===== config.mk =====
export PLATFORM = sky130hd
export DESIGN_NAME = fetch_unit
export DESIGN_NICKNAME = d
export VERILOG_FILES = /design/src/rtl/riscv_pkg.sv /design/src/rtl/fetch_fifo.sv /design/src/rtl/fetch_unit.sv
export SDC_FILE = /design/constraint.sdc
export NUM_CORES = 1
export LEC_CHECK = 0
export ABC_AREA = 1
export BUFFER_PORTS_ARGS = -buffer_cell sky130_fd_sc_hd__buf_2
export CAP_MARGIN = 20
export CORE_MARGIN = 2
export CORE_UTILIZATION = 40
export CTS_CLUSTER_DIAMETER = 150
export DETAILED_ROUTE_END_ITERATION = 10
export GPL_ROUTABILITY_DRIVEN = 0
export GPL_TIMING_DRIVEN = 0
export PLACE_DENSITY = 0.65
export SYNTH_ARGS = -nofsm -noshare
export SYNTH_HDL_FRONTEND = slang
export SYNTH_SLANG_ARGS = --single-unit
export TNS_END_PERCENT = 20

===== constraint.sdc =====
create_clock -name clk -period 4.5 [get_ports clk]
set_input_delay 0.9 -clock clk [delete_from_list [all_inputs] [get_ports clk]]
set_output_delay 0.9 -clock clk [all_outputs]
set_load 0.05 [all_outputs]

===== src/rtl/riscv_pkg.sv =====
// Shared front-end constants and the fetch buffer entry type.
package riscv_pkg;

  localparam int XLEN        = 32;
  localparam int INSTR_BYTES = 4;

  localparam logic [XLEN-1:0] RESET_PC_DEFAULT = 32'h0000_0000;

  typedef struct packed {
    logic [XLEN-1:0] pc;
    logic [XLEN-1:0] instr;
  } fetch_entry_t;

endpackage


===== src/rtl/fetch_fifo.sv =====
// Synchronous FIFO with flush, used for the instruction buffer and the in-flight address queue.
module fetch_fifo
  import riscv_pkg::*;
#(
  parameter  int  DEPTH = 2,
  parameter  type T     = fetch_entry_t,
  localparam int  CW    = $clog2(DEPTH + 1)
) (
  input  logic          clk,
  input  logic          rst_n,
  input  logic          i_push,
  input  T              i_data,
  input  logic          i_pop,
  input  logic          i_flush,
  output T              o_head,
  output logic [CW-1:0] o_count,
  output logic          o_full,
  output logic          o_empty
);

  localparam int            PW   = (DEPTH > 1) ? $clog2(DEPTH) : 1;
  localparam logic [PW-1:0] LAST = PW'(DEPTH - 1);

  T              r_mem [DEPTH];
  logic [PW-1:0] r_wr_ptr;
  logic [PW-1:0] r_rd_ptr;
  logic [CW-1:0] r_count;
  logic          w_do_push;
  logic          w_do_pop;

  function automatic logic [PW-1:0] ptr_next(input logic [PW-1:0] p);
    return (p == LAST) ? '0 : p + 1'b1;
  endfunction

  assign o_count   = r_count;
  assign o_empty   = (r_count == '0);
  assign o_full    = (r_count == CW'(DEPTH));
  assign o_head    = r_mem[r_rd_ptr];
  assign w_do_pop  = i_pop && !o_empty;
  // A pop frees the slot the push needs, so push+pop is legal when full.
  assign w_do_push = i_push && (!o_full || w_do_pop);

  always_ff @(posedge clk or negedge rst_n) begin
    if (!rst_n) begin
      r_wr_ptr <= '0;
      r_rd_ptr <= '0;
      r_count  <= '0;
      for (int i = 0; i < DEPTH; i++) r_mem[i] <= '0;
    end else if (i_flush) begin
      r_wr_ptr <= '0;
      r_rd_ptr <= '0;
      r_count  <= '0;
    end else begin
      if (w_do_push) begin
        r_mem[r_wr_ptr] <= i_data;
        r_wr_ptr        <= ptr_next(r_wr_ptr);
      end
      if (w_do_pop) r_rd_ptr <= ptr_next(r_rd_ptr);
      r_count <= r_count + CW'(w_do_push) - CW'(w_do_pop);
    end
  end

endmodule


===== src/rtl/fetch_unit.sv =====
// Instruction fetch stage: PC ownership, credit-limited memory requests, output buffer, redirect.
// Optional FETCH_BYPASS_EN forwards a response straight to the decoder when the buffer is empty.
module fetch_unit
  import riscv_pkg::*;
#(
  parameter logic [XLEN-1:0] RESET_PC   = RESET_PC_DEFAULT,
  parameter int              FIFO_DEPTH = 2
) (
  input  logic        clk,
  input  logic        reset,
  input  logic        pc_src,
  input  logic [31:0] branch_target,
  output logic        imem_req_valid,
  input  logic        imem_req_ready,
  output logic [31:0] imem_addr,
  input  logic        imem_resp_valid,
  input  logic [31:0] imem_resp_data,
  output logic [31:0] instruction,
  output logic [31:0] instr_pc,
  output logic        instr_valid,
  input  logic        instr_ready
);

  localparam int CW = $clog2(FIFO_DEPTH + 1);

  logic [XLEN-1:0] r_fetch_pc;
  logic [XLEN-1:0] r_redir_pc;
  logic            r_redir_pend;
  logic [CW-1:0]   r_discard;

  logic [CW-1:0]   w_aq_count;
  logic [CW-1:0]   w_oq_count;
  logic [CW-1:0]   w_outstanding_nxt;
  logic [CW:0]     w_credit_used;
  logic            w_aq_full, w_aq_empty, w_oq_full, w_oq_empty;
  logic [XLEN-1:0] w_aq_head;
  fetch_entry_t    w_oq_head;
  fetch_entry_t    w_oq_entry;
  logic            w_accept, w_resp, w_resp_keep, w_bypass;
  logic            w_fire, w_redirect, w_oq_push, w_oq_pop;
  logic [XLEN-1:0] w_target;

  // The address queue occupancy is the outstanding-request count, stale ones included.
  assign w_credit_used  = {1'b0, w_aq_count} + {1'b0, w_oq_count};
  assign imem_req_valid = reset && (w_credit_used < (CW+1)'(FIFO_DEPTH)) && !w_aq_full && !w_oq_full;
  assign imem_addr      = r_fetch_pc;
  assign w_accept       = imem_req_valid && imem_req_ready;

  assign w_resp      = imem_resp_valid && !w_aq_empty;
  assign w_resp_keep = w_resp && (r_discard == '0);

`ifdef FETCH_BYPASS_EN
  assign w_bypass = w_oq_empty && w_resp_keep;
`else
  assign w_bypass = 1'b0;
`endif

  assign instr_valid = !w_oq_empty || w_bypass;
  assign instruction = w_bypass ? imem_resp_data : w_oq_head.instr;
  assign instr_pc    = w_bypass ? w_aq_head : w_oq_head.pc;

  assign w_fire     = instr_valid && instr_ready;
  assign w_redirect = w_fire && pc_src;
  assign w_oq_pop   = w_fire && !w_oq_empty;
  assign w_oq_push  = w_resp_keep && !(w_bypass && instr_ready);
  assign w_oq_entry = '{pc: w_aq_head, instr: imem_resp_data};
  assign w_target   = branch_target & ~32'h3;

  assign w_outstanding_nxt = w_aq_count + CW'(w_accept) - CW'(w_resp);

  fetch_fifo #(.DEPTH(FIFO_DEPTH), .T(logic [XLEN-1:0])) u_addr_q (
    .clk     (clk),
    .rst_n   (reset),
    .i_push  (w_accept),
    .i_data  (r_fetch_pc),
    .i_pop   (w_resp),
    .i_flush (1'b0),
    .o_head  (w_aq_head),
    .o_count (w_aq_count),
    .o_full  (w_aq_full),
    .o_empty (w_aq_empty)
  );

  fetch_fifo #(.DEPTH(FIFO_DEPTH), .T(fetch_entry_t)) u_out_q (
    .clk     (clk),
    .rst_n   (reset),
    .i_push  (w_oq_push),
    .i_data  (w_oq_entry),
    .i_pop   (w_oq_pop),
    .i_flush (w_redirect),
    .o_head  (w_oq_head),
    .o_count (w_oq_count),
    .o_full  (w_oq_full),
    .o_empty (w_oq_empty)
  );

  // A request already presented keeps its address; the target is parked until it is accepted.
  always_ff @(posedge clk or negedge reset) begin
    if (!reset) begin
      r_fetch_pc   <= RESET_PC;
      r_redir_pc   <= RESET_PC;
      r_redir_pend <= 1'b0;
    end else if (w_redirect) begin
      if (imem_req_valid && !w_accept) begin
        r_redir_pend <= 1'b1;
        r_redir_pc   <= w_target;
      end else begin
        r_redir_pend <= 1'b0;
        r_fetch_pc   <= w_target;
      end
    end else if (w_accept) begin
      r_redir_pend <= 1'b0;
      r_fetch_pc   <= r_redir_pend ? r_redir_pc : r_fetch_pc + XLEN'(INSTR_BYTES);
    end
  end

  always_ff @(posedge clk or negedge reset) begin
    if (!reset) begin
      r_discard <= '0;
    end else if (w_redirect) begin
      r_discard <= w_outstanding_nxt;
    end else if (w_resp && (r_discard != '0)) begin
      r_discard <= r_discard - 1'b1;
    end
  end

endmodule


==> summary.txt <==
Timing
  • Final Max Tran Viols: 0
  • Tcrit/Tclk final: 87.9%
  • Slew headroom: 54.6%
  • Unrepaired setup endpoints after global routing: false
  • Fin Clk Skew: 0.0144 ns
  • Fin crit period: 3.95 ns
  • Worst-Margin Slew: 0.681 ns
  • Setup violators final: 0
  • Final Hold Vio Count: 0
  • Max Fclk: 253 MHz

Clocking
  • H-tree Lvls: 1
  • Clk root buf: clkbuf_16
  • # clock sinks: 255
  • CTS tree: yes
  • Hold_buf cts: 0
  • CTS Buf Count: 28
  • Post_cts resized: 0
  • Post-CTS setup buffers: 0
  • Skew-Pair Late Insertion Delay: 0.54 ns
  • CTS clock-pin slew for the worst setup and hold paths: 0.06 ns
  • CTS Buffer Depth: 3

Global route
  • Largest net degree at the start of global routing: 115
  • Busiest grt layer: met2
  • Initial antenna violation count: 0
  • Total gr overflow: 0
  • GR met2 Demand/Resource: 34.4%
  • GR Util met3: 2.65%
  • First-pass GRT wire length: 55,300 µm
  • M1 GR Usage: 28.9%
  • Number of global-route vias before repair: 10,600
  • Global Route Usage Sum: 20.8%

Worst setup path
  • Crit path max-delay family: buffers and inverters
  • Worst R2R Path Depth: 13
  • Buf+Inv Stages, Crit Path: 4
  • Worst path max stage delay: 0.44 ns
  • Crit end category: output port
  • Most frequent CP cell: buf_16
  • Critical path class: in2out
  • Slowest cell on the critical path: buf_16
  • R2R Setup Slk: 1.46 ns
  • R2r endpoint: r_discard[1]
  • Worst Path Max Fanout: 114
  • Crit start category: input pin
  • Arrival @ worst endpoint: 3.05 ns
  • CP Cell Sequence: buf_8 > buf_16 > buf_16 > nand2_1 > nor3_4 > buf_2
  • RR Startpoint: u_addr_q.o_count[0]
  • Worst path required time: 3.60 ns

Final layout
  • Layout area overhead: 18.4%
  • Final #Nets: 1,911
  • Proportion of layout cells with a drive suffix above 1: 14.1%
  • Non-Filler Instances: 2,248
  • Final core occ: 48.1%
  • Number of inserted diodes: 0
  • Design area: 0.0147 mm²

Logic synthesis
  • Distinct cells, synth: 35
  • Synthesized netlist cell count: 1,636
  • Yosys warnings: 0
  • Syn_area_per_cell: 7.57 µm²
  • Area of the mapped netlist: 0.0124 mm²
  • Largest family of logic cells by synthesized area: simple AND/OR/NAND/NOR gates
  • Post-synthesis adder-cell area fraction: 0.969%
  • Simple-Gate Fraction of Synth Area: 24.9%
  • XOR/XNOR share of the synthesized area: 0.919%
  • Synthesized flop and latch total: 255
  • Synth Area in Compound Gates: 12.7%
  • Sequential area share after synthesis: 51.5%
  • Post-synthesis mux area share: 0%

Floorplanning
  • Initial core utilization: 40.6%
  • Die area: 0.0324 mm²
  • # IOs: 168
  • Core area: 0.0305 mm²
  • Die W: 180 µm
  • Rows: 64
  • Die Y: 180 µm

Min path
  • Worst hold path class: in2async

Drt
  • Starting DRT DRC Count: 692
  • 1st-pass router iterations: 7
  • Via count: 10,900
  • Final wirelength: 33,700 µm
  • DRT antenna net count: 0
  • DR vias/cell: 4.85
  • Drt drc: 0
  • DR WL/cell: 15.0 µm

Pwr
  • Leakage power: 7.67 nW
  • Worst VDD drop: 364 µV
  • Pwr/cell area: 793 mW/mm²

Place
  • Post-Place Cells: 2,198
  • IO Port Bufs: 161
  • Cell area after placement: 0.0138 mm²
  • Detail Placement HPWL: 24,400 µm

Flow run
  • Max_cap viols: 0

Outcome
  • Status: finished clean
## worst max path at each step
stage                       startpoint             end  slack (ns)  depth (start not counted)
finish                           reset  imem_req_valid        0.55                          6
global route                     reset  imem_req_valid        0.28                          6
CTS                              reset  imem_req_valid        0.45                          6
detailed placement               reset    r_discard[1]        0.18                         12
global placement                 reset    r_discard[1]       -3.25                         10
floorplan           u_out_q.o_count[0]    r_discard[1]        1.61                         13
## per-stage QoR
stage	hold slack (ns)	TNS (ns)	worst slack, ns	power (mW)
floorplan	0.442	0	1.61	7.85
global placement	0.453	-876.02	-3.25	9.30
detailed placement	0.458	0	0.182	9.42
CTS	0.219	0	0.451	11.7
global route	0.236	0	0.278	12.5
finish	0.230	0	0.546	11.6
## final cells by class
type / instances / area [µm²]
plain buffers: 88 / 419
clock buffers: 43 / 838
clock inverters: 7 / 63.8
fillers: 3046 / 15800
inverters: 186 / 698
multi-input cells: 1110 / 4900
flip-flops and latches: 255 / 6380
well taps: 396 / 495
repair buffers: 163 / 871
## per-layer routing
layer / wire, µm / vias to the layer above / share of wire, %
li1: - / 5463 / -
met1: 15600 / 5066 / 46
met2: 15500 / 330 / 46
met3: 1730 / 55 / 5.1
met4: 886 / 0 / 2.6
met5: 0 / - / 0
## where the power goes
| group | switching (mW) | total [mW] | internal (mW) |
|---|---|---|---|
| sequential | 0.653 | 3.96 | 3.31 |
| clock | 0.903 | 2.23 | 1.33 |
| combinational | 4.02 | 5.44 | 1.42 |
## synth_stat cells
cell | number | area share [%]
xor2_1 | 5 | 0.35
buf_2 | 20 | 0.81
ha_1 | 8 | 0.81
clkbuf_1 | 46 | 1.4
nand2_2 | 2 | 0.10
buf_1 | 3 | 0.091
a22oi_1 | 1 | 0.061
nand3_1 | 52 | 2.1
o21a_1 | 18 | 1.1
clkbuf_2 | 3 | 0.12
nor3_4 | 2 | 0.26
inv_1 | 180 | 5.5
nor2_4 | 2 | 0.18
fa_1 | 1 | 0.16
inv_2 | 5 | 0.15
nor3_1 | 1 | 0.040
dfrtp_1 | 255 | 51
nand3b_2 | 1 | 0.091
xnor2_1 | 8 | 0.57
nor2_2 | 3 | 0.15
conb_1 | 1 | 0.030
clkinv_1 | 1 | 0.030
o21ai_1 | 29 | 1.2
a21oi_1 | 29 | 1.2
o21ai_0 | 213 | 8.6
nand3b_1 | 1 | 0.061
nand2_4 | 1 | 0.091
nor2_1 | 49 | 1.5
nand2_1 | 670 | 20
o311ai_0 | 1 | 0.071
buf_4 | 16 | 0.97
o21bai_1 | 6 | 0.36
or2_2 | 1 | 0.051
a211oi_1 | 1 | 0.061
o21ai_2 | 1 | 0.071
## flip-flops by register name, indices dropped and copies added (netlist names)
| signal | count |
|---|---|
| u_addr_q.r_mem | 60 |
| imem_addr | 30 |
| u_out_q.r_rd_ptr | 1 |
| u_addr_q.o_count | 2 |
| r_redir_pend | 1 |
| r_discard | 2 |
| r_redir_pc | 30 |
| u_out_q.r_mem | 124 |
| u_addr_q.r_wr_ptr | 1 |
| u_out_q.o_count | 2 |
| u_addr_q.r_rd_ptr | 1 |
| u_out_q.r_wr_ptr | 1 |
## layout by cell type, fill, tap and decap left out, types with 3 or more instances in the layout
cell type / count
clkbuf_2: 3
clkbuf_8: 6
xnor2_1: 8
buf_1: 3
ha_1: 8
nand3_1: 52
buf_2: 180
xor2_1: 5
conb_1: 4
o21ai_1: 29
a21oi_1: 29
inv_2: 5
o21ai_0: 213
clkbuf_16: 29
nor2_1: 49
clkbuf_1: 54
nand2_1: 670
clkinv_2: 5
o21bai_1: 6
nor2_2: 3
inv_1: 180
o21a_1: 18
buf_4: 16
dfrtp_1: 255
## kinds of logic (layout without fill, tap and decap cells)
logic type | Yosys count | after routing
AO/OA/AOI/OAI | 299 | 299
XOR/XNOR | 13 | 13
adder cells (fa/ha/maj) | 9 | 9
buffers and inverters | 274 | 487
flip-flops | 255 | 255
other | 1 | 4
AND/OR/NAND/NOR | 785 | 785
Power figures use the tool's default switching activity.
